[src/rtl/fp_addsub_pipe.sv]
// Three-stage floating-point adder/subtractor (binary16 by default) with
// round-to-nearest-even, special-value handling and a valid/ready stream.
module fp_addsub_pipe #(
    parameter int EXP_W = 5,
    parameter int MAN_W = 10
) (
    input  logic                   clk,
    input  logic                   rst,
    input  logic                   in_valid,
    output logic                   in_ready,
    input  logic [EXP_W+MAN_W:0]   in_a,
    input  logic [EXP_W+MAN_W:0]   in_b,
    input  logic                   in_sub,
    output logic                   out_valid,
    input  logic                   out_ready,
    output logic [EXP_W+MAN_W:0]   out_res,
    output logic [2:0]             out_flags
);
    localparam int W   = 1 + EXP_W + MAN_W;
    localparam int SW  = MAN_W + 1;
    localparam int XW  = MAN_W + 3;
    localparam int AW  = MAN_W + 4;
    localparam int LZW = $clog2(AW + 1);
    localparam logic [EXP_W-1:0] E_ONES = '1;
    localparam logic [EXP_W-1:0] SH_MAX = EXP_W'(XW);
    localparam logic [W-1:0]     QNAN   = {1'b0, E_ONES, 1'b1, {(MAN_W-1){1'b0}}};

    logic       w_en;
    logic [2:0] r_vld_pipe;

    assign w_en      = !r_vld_pipe[2] | out_ready;
    assign in_ready  = w_en;
    assign out_valid = r_vld_pipe[2];

    // ---------------- S1: unpack, classify, swap, align ----------------
    logic             w_sa, w_sb;
    logic [EXP_W-1:0] w_ea, w_eb;
    logic [MAN_W-1:0] w_fa, w_fb;
    logic             w_a_nan, w_b_nan, w_a_snan, w_b_snan;
    logic             w_a_inf, w_b_inf, w_a_zero, w_b_zero;
    logic [W-2:0]     w_ma, w_mb, w_big_m, w_sml_m;
    logic             w_swap, w_big_s, w_sml_s;
    logic [EXP_W-1:0] w_big_e, w_sml_e, w_d, w_dc;
    logic [SW-1:0]    w_big_sig, w_sml_sig;
    logic [2*XW-1:0]  w_sh;
    logic [AW-1:0]    w_sml_al;
    logic             w_spec;
    logic [W-1:0]     w_spec_res;
    logic [2:0]       w_spec_flags;

    assign w_sa = in_a[W-1];
    assign w_sb = in_b[W-1] ^ in_sub;
    assign w_ea = in_a[W-2:MAN_W];
    assign w_eb = in_b[W-2:MAN_W];
    assign w_fa = in_a[MAN_W-1:0];
    assign w_fb = in_b[MAN_W-1:0];

    assign w_a_nan  = (w_ea == E_ONES) && (w_fa != '0);
    assign w_b_nan  = (w_eb == E_ONES) && (w_fb != '0);
    assign w_a_snan = w_a_nan && !w_fa[MAN_W-1];
    assign w_b_snan = w_b_nan && !w_fb[MAN_W-1];
    assign w_a_inf  = (w_ea == E_ONES) && (w_fa == '0);
    assign w_b_inf  = (w_eb == E_ONES) && (w_fb == '0);
    assign w_a_zero = (w_ea == '0);
    assign w_b_zero = (w_eb == '0);

    // Subnormals collapse to zero magnitude before the compare/swap
    assign w_ma    = w_a_zero ? '0 : in_a[W-2:0];
    assign w_mb    = w_b_zero ? '0 : in_b[W-2:0];
    assign w_swap  = w_mb > w_ma;
    assign w_big_m = w_swap ? w_mb : w_ma;
    assign w_sml_m = w_swap ? w_ma : w_mb;
    assign w_big_s = w_swap ? w_sb : w_sa;
    assign w_sml_s = w_swap ? w_sa : w_sb;
    assign w_big_e = w_big_m[W-2:MAN_W];
    assign w_sml_e = w_sml_m[W-2:MAN_W];
    assign w_big_sig = {(w_big_e != '0), w_big_m[MAN_W-1:0]};
    assign w_sml_sig = {(w_sml_e != '0), w_sml_m[MAN_W-1:0]};

    // Clamped shift: beyond XW every bit lands in the lower half and feeds sticky
    assign w_d      = w_big_e - w_sml_e;
    assign w_dc     = (w_d > SH_MAX) ? SH_MAX : w_d;
    assign w_sh     = {w_sml_sig, 2'b00, {XW{1'b0}}} >> w_dc;
    assign w_sml_al = {w_sh[2*XW-1:XW], |w_sh[XW-1:0]};

    always_comb begin
        w_spec       = 1'b0;
        w_spec_res   = '0;
        w_spec_flags = 3'b000;
        if (w_a_nan || w_b_nan) begin
            w_spec       = 1'b1;
            w_spec_res   = QNAN;
            w_spec_flags = {w_a_snan | w_b_snan, 2'b00};
        end else if (w_a_inf && w_b_inf && (w_sa != w_sb)) begin
            w_spec       = 1'b1;
            w_spec_res   = QNAN;
            w_spec_flags = 3'b100;
        end else if (w_a_inf) begin
            w_spec     = 1'b1;
            w_spec_res = {w_sa, E_ONES, {MAN_W{1'b0}}};
        end else if (w_b_inf) begin
            w_spec     = 1'b1;
            w_spec_res = {w_sb, E_ONES, {MAN_W{1'b0}}};
        end else if (w_a_zero && w_b_zero) begin
            w_spec     = 1'b1;
            w_spec_res = {w_sa & w_sb, {(W-1){1'b0}}};
        end
    end

    logic             r1_sign, r1_eff_sub, r1_spec;
    logic [EXP_W-1:0] r1_exp;
    logic [AW-1:0]    r1_big, r1_sml;
    logic [W-1:0]     r1_spec_res;
    logic [2:0]       r1_spec_flags;

    // ---------------- S2: significand add/subtract ----------------
    logic [AW:0]      w_sum;
    assign w_sum = r1_eff_sub ? ({1'b0, r1_big} - {1'b0, r1_sml})
                              : ({1'b0, r1_big} + {1'b0, r1_sml});

    logic             r2_sign, r2_spec;
    logic [EXP_W-1:0] r2_exp;
    logic [AW:0]      r2_sum;
    logic [W-1:0]     r2_spec_res;
    logic [2:0]       r2_spec_flags;

    // ---------------- S3: normalise, round, pack ----------------
    logic             w_carry, w_g, w_r, w_s, w_inc, w_ovf;
    logic [LZW-1:0]   w_lzc;
    logic [AW-1:0]    w_norm;
    logic [EXP_W+1:0] w_e, w_ef;
    logic [SW:0]      w_rnd;
    logic [W-1:0]     w_res;
    logic [2:0]       w_flags;

    assign w_carry = r2_sum[AW];

    always_comb begin
        w_lzc = LZW'(AW);
        for (int i = 0; i < AW; i++)
            if (r2_sum[i]) w_lzc = LZW'(AW - 1 - i);
    end

    // Carry: shift right once and keep the dropped bit alive in sticky
    assign w_norm = w_carry ? {r2_sum[AW:2], r2_sum[1] | r2_sum[0]}
                            : (r2_sum[AW-1:0] << w_lzc);
    assign w_e    = w_carry ? ({2'b00, r2_exp} + (EXP_W+2)'(1))
                            : ({2'b00, r2_exp} - (EXP_W+2)'(w_lzc));
    assign w_g    = w_norm[2];
    assign w_r    = w_norm[1];
    assign w_s    = w_norm[0];
    assign w_inc  = w_g & (w_r | w_s | w_norm[3]);
    assign w_rnd  = {1'b0, w_norm[AW-1:3]} + (SW+1)'(w_inc);
    assign w_ovf  = w_rnd[SW];
    assign w_ef   = w_e + (EXP_W+2)'(w_ovf);

    always_comb begin
        w_res   = {r2_sign, w_ef[EXP_W-1:0], w_rnd[MAN_W-1:0]};
        w_flags = {2'b00, w_g | w_r | w_s};
        if (r2_spec) begin
            w_res   = r2_spec_res;
            w_flags = r2_spec_flags;
        end else if (r2_sum == '0) begin
            w_res   = '0;
            w_flags = 3'b000;
        end else if (w_ef[EXP_W+1] || (w_ef == '0)) begin
            w_res   = {r2_sign, {(W-1){1'b0}}};
            w_flags = 3'b001;
        end else if (w_ef >= {2'b00, E_ONES}) begin
            w_res   = {r2_sign, E_ONES, {MAN_W{1'b0}}};
            w_flags = 3'b011;
        end
    end

    always_ff @(posedge clk or posedge rst) begin
        if (rst) begin
            r_vld_pipe    <= '0;
            r1_sign       <= 1'b0;
            r1_eff_sub    <= 1'b0;
            r1_spec       <= 1'b0;
            r1_exp        <= '0;
            r1_big        <= '0;
            r1_sml        <= '0;
            r1_spec_res   <= '0;
            r1_spec_flags <= '0;
            r2_sign       <= 1'b0;
            r2_spec       <= 1'b0;
            r2_exp        <= '0;
            r2_sum        <= '0;
            r2_spec_res   <= '0;
            r2_spec_flags <= '0;
            out_res       <= '0;
            out_flags     <= '0;
        end else if (w_en) begin
            r_vld_pipe    <= {r_vld_pipe[1:0], in_valid};
            r1_sign       <= w_big_s;
            r1_eff_sub    <= w_big_s ^ w_sml_s;
            r1_spec       <= w_spec;
            r1_exp        <= w_big_e;
            r1_big        <= {w_big_sig, 3'b000};
            r1_sml        <= w_sml_al;
            r1_spec_res   <= w_spec_res;
            r1_spec_flags <= w_spec_flags;
            r2_sign       <= r1_sign;
            r2_spec       <= r1_spec;
            r2_exp        <= r1_exp;
            r2_sum        <= w_sum;
            r2_spec_res   <= r1_spec_res;
            r2_spec_flags <= r1_spec_flags;
            out_res       <= w_res;
            out_flags     <= w_flags;
        end
    end
endmodule

[config.mk]
export PLATFORM = sky130hd
export DESIGN_NAME = fp_addsub_pipe
export DESIGN_NICKNAME = d
export VERILOG_FILES = /design/src/rtl/fp_addsub_pipe.sv
export SDC_FILE = /design/constraint.sdc
export NUM_CORES = 1
export LEC_CHECK = 0
export ABC_AREA = 1
export CAP_MARGIN = 40
export CORE_MARGIN = 3
export CORE_UTILIZATION = 49
export DETAILED_ROUTE_END_ITERATION = 8
export HOLD_SLACK_MARGIN = 0.08
export PLACE_DENSITY_LB_ADDON = 0.08
export SYNTH_ARGS = -nofsm -noshare
export SYNTH_HDL_FRONTEND = slang
export SYNTH_SLANG_ARGS = --single-unit
[constraint.sdc]
create_clock -name clk -period 6.35 [get_ports clk]
set_input_delay 1.27 -clock clk [delete_from_list [all_inputs] [get_ports clk]]
set_output_delay 1.27 -clock clk [all_outputs]
set_load 0.01 [all_outputs]
==> metrics.cfg, run 1 <==
[power_and_ir_drop]
clock_power_share_pct = 15.1
p_int_uw = 1810
p_leak_uw = 0.00407
finalPower_uw = 3580
max-vdd-ir-drop_v = 0.000174
power.switching_uw = 1770
powerDensity_mw_per_mm2 = 438
p_seq_share_pct = 25.4
switching_share_pct = 49.5
pwr-share-comb_pct = 59.5

[synth]
synth_xor_area_share_pct = 2.07
ys_types = 52
synth_ff_type = dfrtp_1
yosys.area_share.simple_pct = 34.1
synth_edf_count = 0
ys_seq_area_share_pct = 29.6
synth_compound_area_share_pct = 15.4
syn_area_mm2 = 0.00720
synthTopCellsByArea = dfrtp_1 30%, nand2_1 16%, ha_1 8.3%
synth_mux_area_share_pct = 0.139
synth_cells = 1094
async_reset_ff_share_pct = 100
yosys.area.top_type = dfrtp_1
synth_top_family_by_area = simple AND/OR/NAND/NOR gates
synth_seq_cells = 85
synth_area_per_cell_um2 = 6.58
yosys_warnings = 0
syn-num-nets = 1181
yosys.area.top_type_share_pct = 29.6
synth-adder-area-share_pct = 8.90

[worst_setup_path]
critPathBufInv = 3
cp_common_cell = nand2_1
arrival_ns = 5.83
cpLargestDelayFamily = simple AND/OR/NAND/NOR gates
crit_fanout = 41
required_ns = 6.63
slowest_stage = clkdlybuf4s50_1
cp-end-kind = flop
crit_path_max_incr_delay_ns = 0.49
cp-start-kind = input port
path_class = in2reg

[floorplanning]
boundaryPins = 58
dieArea_mm2 = 0.0162
coreArea_mm2 = 0.0141
die_x_um = 127
rows = 43
initial_utilization_pct = 51.1
die_y_um = 127

[route]
vias_per_cell = 5.37
drc = 0
vias = 7030
dr.pass1.iters = 6
wl_per_cell_um = 14.4
drt-total-wl_um = 18900
drtIter0Drc = 414
drtAntennaViolNets = 0

[cts]
numCtsBuffers = 9
post-cts-setup-buffers = 0
ctsHoldBuffers = 0
cts_root_buf = clkbuf_16
path_clk_slew_ns = 0.07
htree_levels = 3
cts.path.max_buffers = 2
cts_tree = done
clk_latency_ns = 0.35
cts_resized = 0
cts.sinks = 85

[global_route]
grt_max_degree = 61
grt_pass1_wl_um = 31300
globalRouteOverflowTotal = 0
grt_pass1_vias = 6601
antenna_found_initial = 0
track_usage_pct = 23.7

[placement]
portBuffers = 57
hpwl_um = 14900
gp_congestion = 0.947

[final_layout]
multi_input_area_mm2 = 0.00437
drive_gt1_share_pct = 5.22
finish.utilization_pct = 58.0
n_antenna_cell = 0
nFillCells = 1353
seq_area_mm2 = 0.00213
final_nets = 1212
syn_to_final_growth_pct = 13.5

[sta]
period_share_pct = 87.3
setup_viol = 0
timing.clock.skew_ns = 0.0114
fmax_mhz = 180
relSlewSlack_pct = 58.0
drv_slew = 0
worst_pin_slew_ns = 0.621
hold_viol_final = 0
rsz0062_at_grt = no
min_period_ns = 5.54
totalNegativeSetupSlack_ns = 0
holdWs_ns = 0.475

[job]
cap_viol_max_count = 0

[run_status]
status = finished clean

[min_path]
hp-class = reg2reg

[area by class of cell]
type,count,area share [%]
tap,180,2.76
inverter,133,6.12
clock inverter,7,1.01
sequential,85,26.0
multi-input combinational,832,53.5
timing repair buffer,64,7.87
clock buffer,9,2.76
[synth_stat cells (2+ instances only)]
cell      count
dfrtp_1      85
inv_2         3
nand2_2      19
nand4_1      19
buf_2         6
a31o_2        2
nor3_1       11
inv_1       128
buf_4         4
o31ai_1       7
a21boi_0      2
o21ai_0      97
buf_6         3
and3_1        3
a21oi_2       2
a21oi_1      54
o22ai_1      10
fa_1          2
ha_1         48
nand3_2       3
nand3_1     110
buf_1         3
clkinv_1      2
clkbuf_1     28
nor4_1        5
nor2_1       76
o211ai_1      3
nand2_1     308
xnor2_1       3
o221ai_1      5
a31oi_1       3
o21ai_1       7
xor2_1       14
[stage by stage]
stage               std cells  setup slack [ns]  cell area [µm²]
floorplan                1094              1.84             7200
global placement         1293             0.632             7840
detailed placement       1294             0.511             7860
CTS                      1310             0.859             8170
global route             1310             0.347             8170
finish                   1310             0.807             8170
[worst register-to-register path, delay by kind of cell (launching register included)]
family | cells | cell delay [ns]
compound gates | 9 | 1.63
fa+ha+maj | 2 | 0.30
flops | 1 | 0.45
simple gates | 20 | 2.35
buf+inv | 5 | 0.44
[cell families (layout without fill, tap and decap cells)]
group                      count (synthesis)  count (layout)
adders and majority gates                 50              50
muxes                                      1               1
AOI/OAI and AO/OA                        200             200
DFF                                       85              85
buffers and inverters                    177             213
and+or+nand+nor                          564             564
xor gates and xnor gates                  17              17
[power by group through the flow]
stage	sequential (µW)	clock [µW]	combinational (µW)
final	909	539	2130
after global routing	937	568	2430
after CTS	906	550	2130
after detailed placement	914	0	2120
after global placement	910	0	2110
after floorplan	876	0	1570
[flip-flops by register name, summed over array words and instances (netlist names)]
| signal | cells |
|---|---|
| r2_sum | 15 |
| out_flags | 3 |
| r1_sml | 14 |
| r2_sign | 1 |
| r1_spec | 1 |
| r2_spec | 1 |
| r2_exp | 5 |
| r1_spec_flags | 1 |
| r1_sign | 1 |
| r2_spec_flags | 1 |
| r1_exp | 5 |
| r1_eff_sub | 1 |
| r2_spec_res | 3 |
| out_res | 16 |
| r_vld_pipe | 3 |
| r1_big | 11 |
| r1_spec_res | 3 |
[per-layer routing]
metal | track usage [%] | vias up | wire, µm
met5 | 0 | - | 0
met4 | 8.52 | 0 | 511
met3 | 4.10 | 39 | 682
met2 | 40.6 | 148 | 9100
met1 | 30.3 | 3166 | 8570
li1 | - | 3677 | -
[worst paths after layout]
check,start,endpoint,slack (ns),cells past startpoint
setup / recovery,in_b[11],r1_sml[0],0.81,27
hold / removal,r1_spec,r2_spec,0.47,2
setup reg to reg,r2_sum[0],out_res[4],1.10,36
hold reg to reg,r1_spec,r2_spec,0.47,2
max in group asynchronous,rst,r2_sum[6],4.47,4
min in group asynchronous,rst,out_res[11],1.29,3
[placed cells by master (no fill, tap or decap), types with 5 or more instances in the layout]
| master | count |
|---|---|
| clkbuf_16 | 9 |
| o31ai_1 | 7 |
| o22ai_1 | 10 |
| nand3_1 | 110 |
| o221ai_1 | 5 |
| nor3_1 | 11 |
| nand2_2 | 19 |
| nor4_1 | 5 |
| inv_1 | 126 |
| nor2_1 | 75 |
| o21ai_0 | 97 |
| xor2_1 | 14 |
| ha_1 | 48 |
| buf_4 | 6 |
| nand2_1 | 308 |
| a21oi_1 | 54 |
| o21ai_1 | 7 |
| clkdlybuf4s50_1 | 57 |
| dfrtp_1 | 85 |
| nand4_1 | 19 |
Power figures use the tool's default switching activity.
==> run 2, diff against run 1 <==
==> constraint.sdc (replaced) <==
create_clock -name clk -period 6.7 [get_ports clk]
set_input_delay 1.34 -clock clk [delete_from_list [all_inputs] [get_ports clk]]
set_output_delay 1.34 -clock clk [all_outputs]
set_load 0.01 [all_outputs]
==> run 2 against run 1 <==
  * Utilization about the same
  * Clock skew is essentially flat
  * Worst setup slack improved by 0.33 ns
  * Hold slack worse by 0.0062 ns
  * Die area stayed put
  * Critical path type unchanged
  * Largest cell class unchanged
  * Highest routed layer unchanged
==> metrics.cfg, run 2 (synthesis gave the netlist of run 1 again) <==
[final_layout]
finish.utilization_pct = 58.0  ; about the same
largest_registers = out_res (16), r2_sum (15), r1_sml (14)  ; unchanged
drive_gt1_share_pct = 5.31  ; was 5.22%
top_register = out_res  ; unchanged
syn_to_final_growth_pct = 13.5  ; about the same
n_antenna_cell = 0  ; unchanged
final_nets = 1213  ; was 1212
final_cell_mix = 308 x nand2_1, 126 x inv_1, 110 x nand3_1  ; unchanged
final_common_cell = nand2_1  ; unchanged
largest_reg_flops = 16  ; unchanged
layoutNonFillerInstCount = 1311  ; was 1310
design_area_mm2 = 0.00817  ; about the same

[worst_setup_path]
crit_path_max_incr_delay_ns = 0.48  ; was 0.49 ns
slowest_stage = clkdlybuf4s50_1  ; unchanged
cp-end-kind = flop  ; unchanged
cp_common_cell = nand2_1  ; unchanged
arrival_ns = 5.84  ; was 5.83 ns
required_ns = 6.97  ; was 6.63 ns
cp-start-kind = input port  ; unchanged
path_class = in2reg  ; unchanged
crit_fanout = 42  ; was 41

[global_route]
track_usage_pct = 23.7  ; about the same
globalRouteOverflowTotal = 0  ; unchanged
antenna_found_initial = 0  ; unchanged
grt_max_degree = 59  ; was 61
grt_pass1_wl_um = 31600  ; was 31300 µm
grt_pass1_vias = 6647  ; was 6601

[placement]
gp_congestion = 0.975  ; was 0.947
place_area_mm2 = 0.00787  ; was 0.00786 mm²
dp.cells = 1295  ; was 1294
portBuffers = 57  ; unchanged
hpwl_um = 15000  ; was 14900 µm

[route]
dr.pass1.iters = 5  ; was 6
vias_per_cell = 5.48  ; was 5.37
vias = 7180  ; was 7030
wl_per_cell_um = 14.5  ; was 14.4 µm
drtIter0Drc = 493  ; was 414
drc = 0  ; unchanged
drt-total-wl_um = 19000  ; was 18900 µm
drtAntennaViolNets = 0  ; unchanged

[min_path]
hp-class = reg2reg  ; unchanged

[cts]
post-cts-setup-buffers = 0  ; unchanged
htree_levels = 3  ; unchanged
cts_tree = done  ; unchanged
cts_root_buf = clkbuf_16  ; unchanged
cts_resized = 0  ; unchanged
clk_latency_ns = 0.35  ; about the same
path_clk_slew_ns = 0.08  ; was 0.07 ns
cts.path.max_buffers = 2  ; unchanged
cts.sinks = 85  ; unchanged
numCtsBuffers = 9  ; unchanged
ctsHoldBuffers = 0  ; unchanged

[sta]
drv_slew = 0  ; unchanged
worst_pin_slew_ns = 0.632  ; was 0.621 ns
rsz0062_at_grt = no  ; unchanged
setup_viol = 0  ; unchanged
relSlewSlack_pct = 57.7  ; was 58.0%
hold_viol_final = 0  ; unchanged
fmax_mhz = 180
period_share_pct = 83.1
totalNegativeSetupSlack_ns = 0  ; unchanged
min_period_ns = 5.57
timing.clock.skew_ns = 0.0117  ; was 0.0114 ns

[floorplanning]
coreArea_mm2 = 0.0141  ; unchanged
initial_utilization_pct = 51.1  ; unchanged
die_y_um = 127  ; unchanged
rows = 43  ; unchanged
die_x_um = 127  ; unchanged
boundaryPins = 58  ; unchanged
dieArea_mm2 = 0.0162  ; unchanged

[power_and_ir_drop]
p_seq_share_pct = 25.5  ; was 25.4%
clock_power_share_pct = 14.6  ; was 15.1%
powerDensity_mw_per_mm2 = 415  ; was 438 mW/mm²
finalPower_uw = 3390  ; was 3580 µW
max-vdd-ir-drop_v = 0.000192  ; was 0.000174 V
pwr-share-comb_pct = 59.9  ; was 59.5%
power.switching_uw = 1710  ; was 1770 µW
switching_share_pct = 50.3  ; was 49.5%
p_leak_uw = 0.00406  ; was 0.00407 µW
p_int_uw = 1690  ; was 1810 µW

[run_status]
status = finished clean  ; unchanged

[job]
cap_viol_max_count = 0  ; unchanged

## run 2: cell count changes in the layout (fill, tap and decap cells not counted)
cell       previous run  this run
clkinv_2              3         1
clkinv_4              0         2
inv_8                 0         2
buf_4                 6         7
bufinv_16             1         0
inv_6                 3         2
## run 2: critical path, delay by kind of cell
family	cells	cell delay (ns)
adders and majority gates	1	0.29
AOI/OAI and AO/OA	2	0.25
and+or+nand+nor	23	2.95
buffers and inverters	4	0.99
## run 2: area by class of cell
type	instances	area, µm²
well taps	180	225
inverters	133	500
clock buffers	9	225
clock inverters	7	73.8
flip-flops and latches	85	2130
fillers	1422	5930
repair buffers	65	651
multi-input cells	832	4370
## run 2: path summary, 6_finish.rpt
| check | startpoint | endpoint | slack [ns] | cells past startpoint |
|---|---|---|---|---|
| setup reg to reg | r2_sum[1] | out_res[2] | 1.49 | 38 |
| setup / recovery | in_b[11] | r1_sml[0] | 1.13 | 30 |
| hold reg to reg | r_vld_pipe[1] | r_vld_pipe[2] | 0.47 | 2 |
| hold / removal | r_vld_pipe[1] | r_vld_pipe[2] | 0.47 | 2 |
| max in group asynchronous | rst | r2_sum[9] | 4.70 | 4 |
| min in group asynchronous | rst | r1_spec_flags[2] | 1.41 | 3 |
## run 2: power groups by stage
stage	Clock (µW)	Sequential [µW]	Combinational [µW]
global placement	0	864	2000
global route	525	890	2320
detailed placement	0	869	2010
finish	495	865	2030
CTS	505	861	2020
floorplan	0	831	1490
## run 2: routing by layer
layer	up-vias	wire length (µm)	track usage (%)
li1	3670	-	-
met1	3253	8520	30.6
met2	216	9280	40.6
met3	41	735	3.80
met4	0	507	8.08
met5	-	0	0
## run 2: per-stage QoR
| step | worst slack [ns] | hold slack (ns) |
|---|---|---|
| 2_1_floorplan | 2.12 | 0.420 |
| 3_3_place_gp | 0.916 | 0.454 |
| 3_5_place_dp | 0.811 | 0.452 |
| 4_1_cts | 1.15 | 0.471 |
| 5_1_grt | 0.602 | 0.487 |
| 6_report | 1.13 | 0.469 |
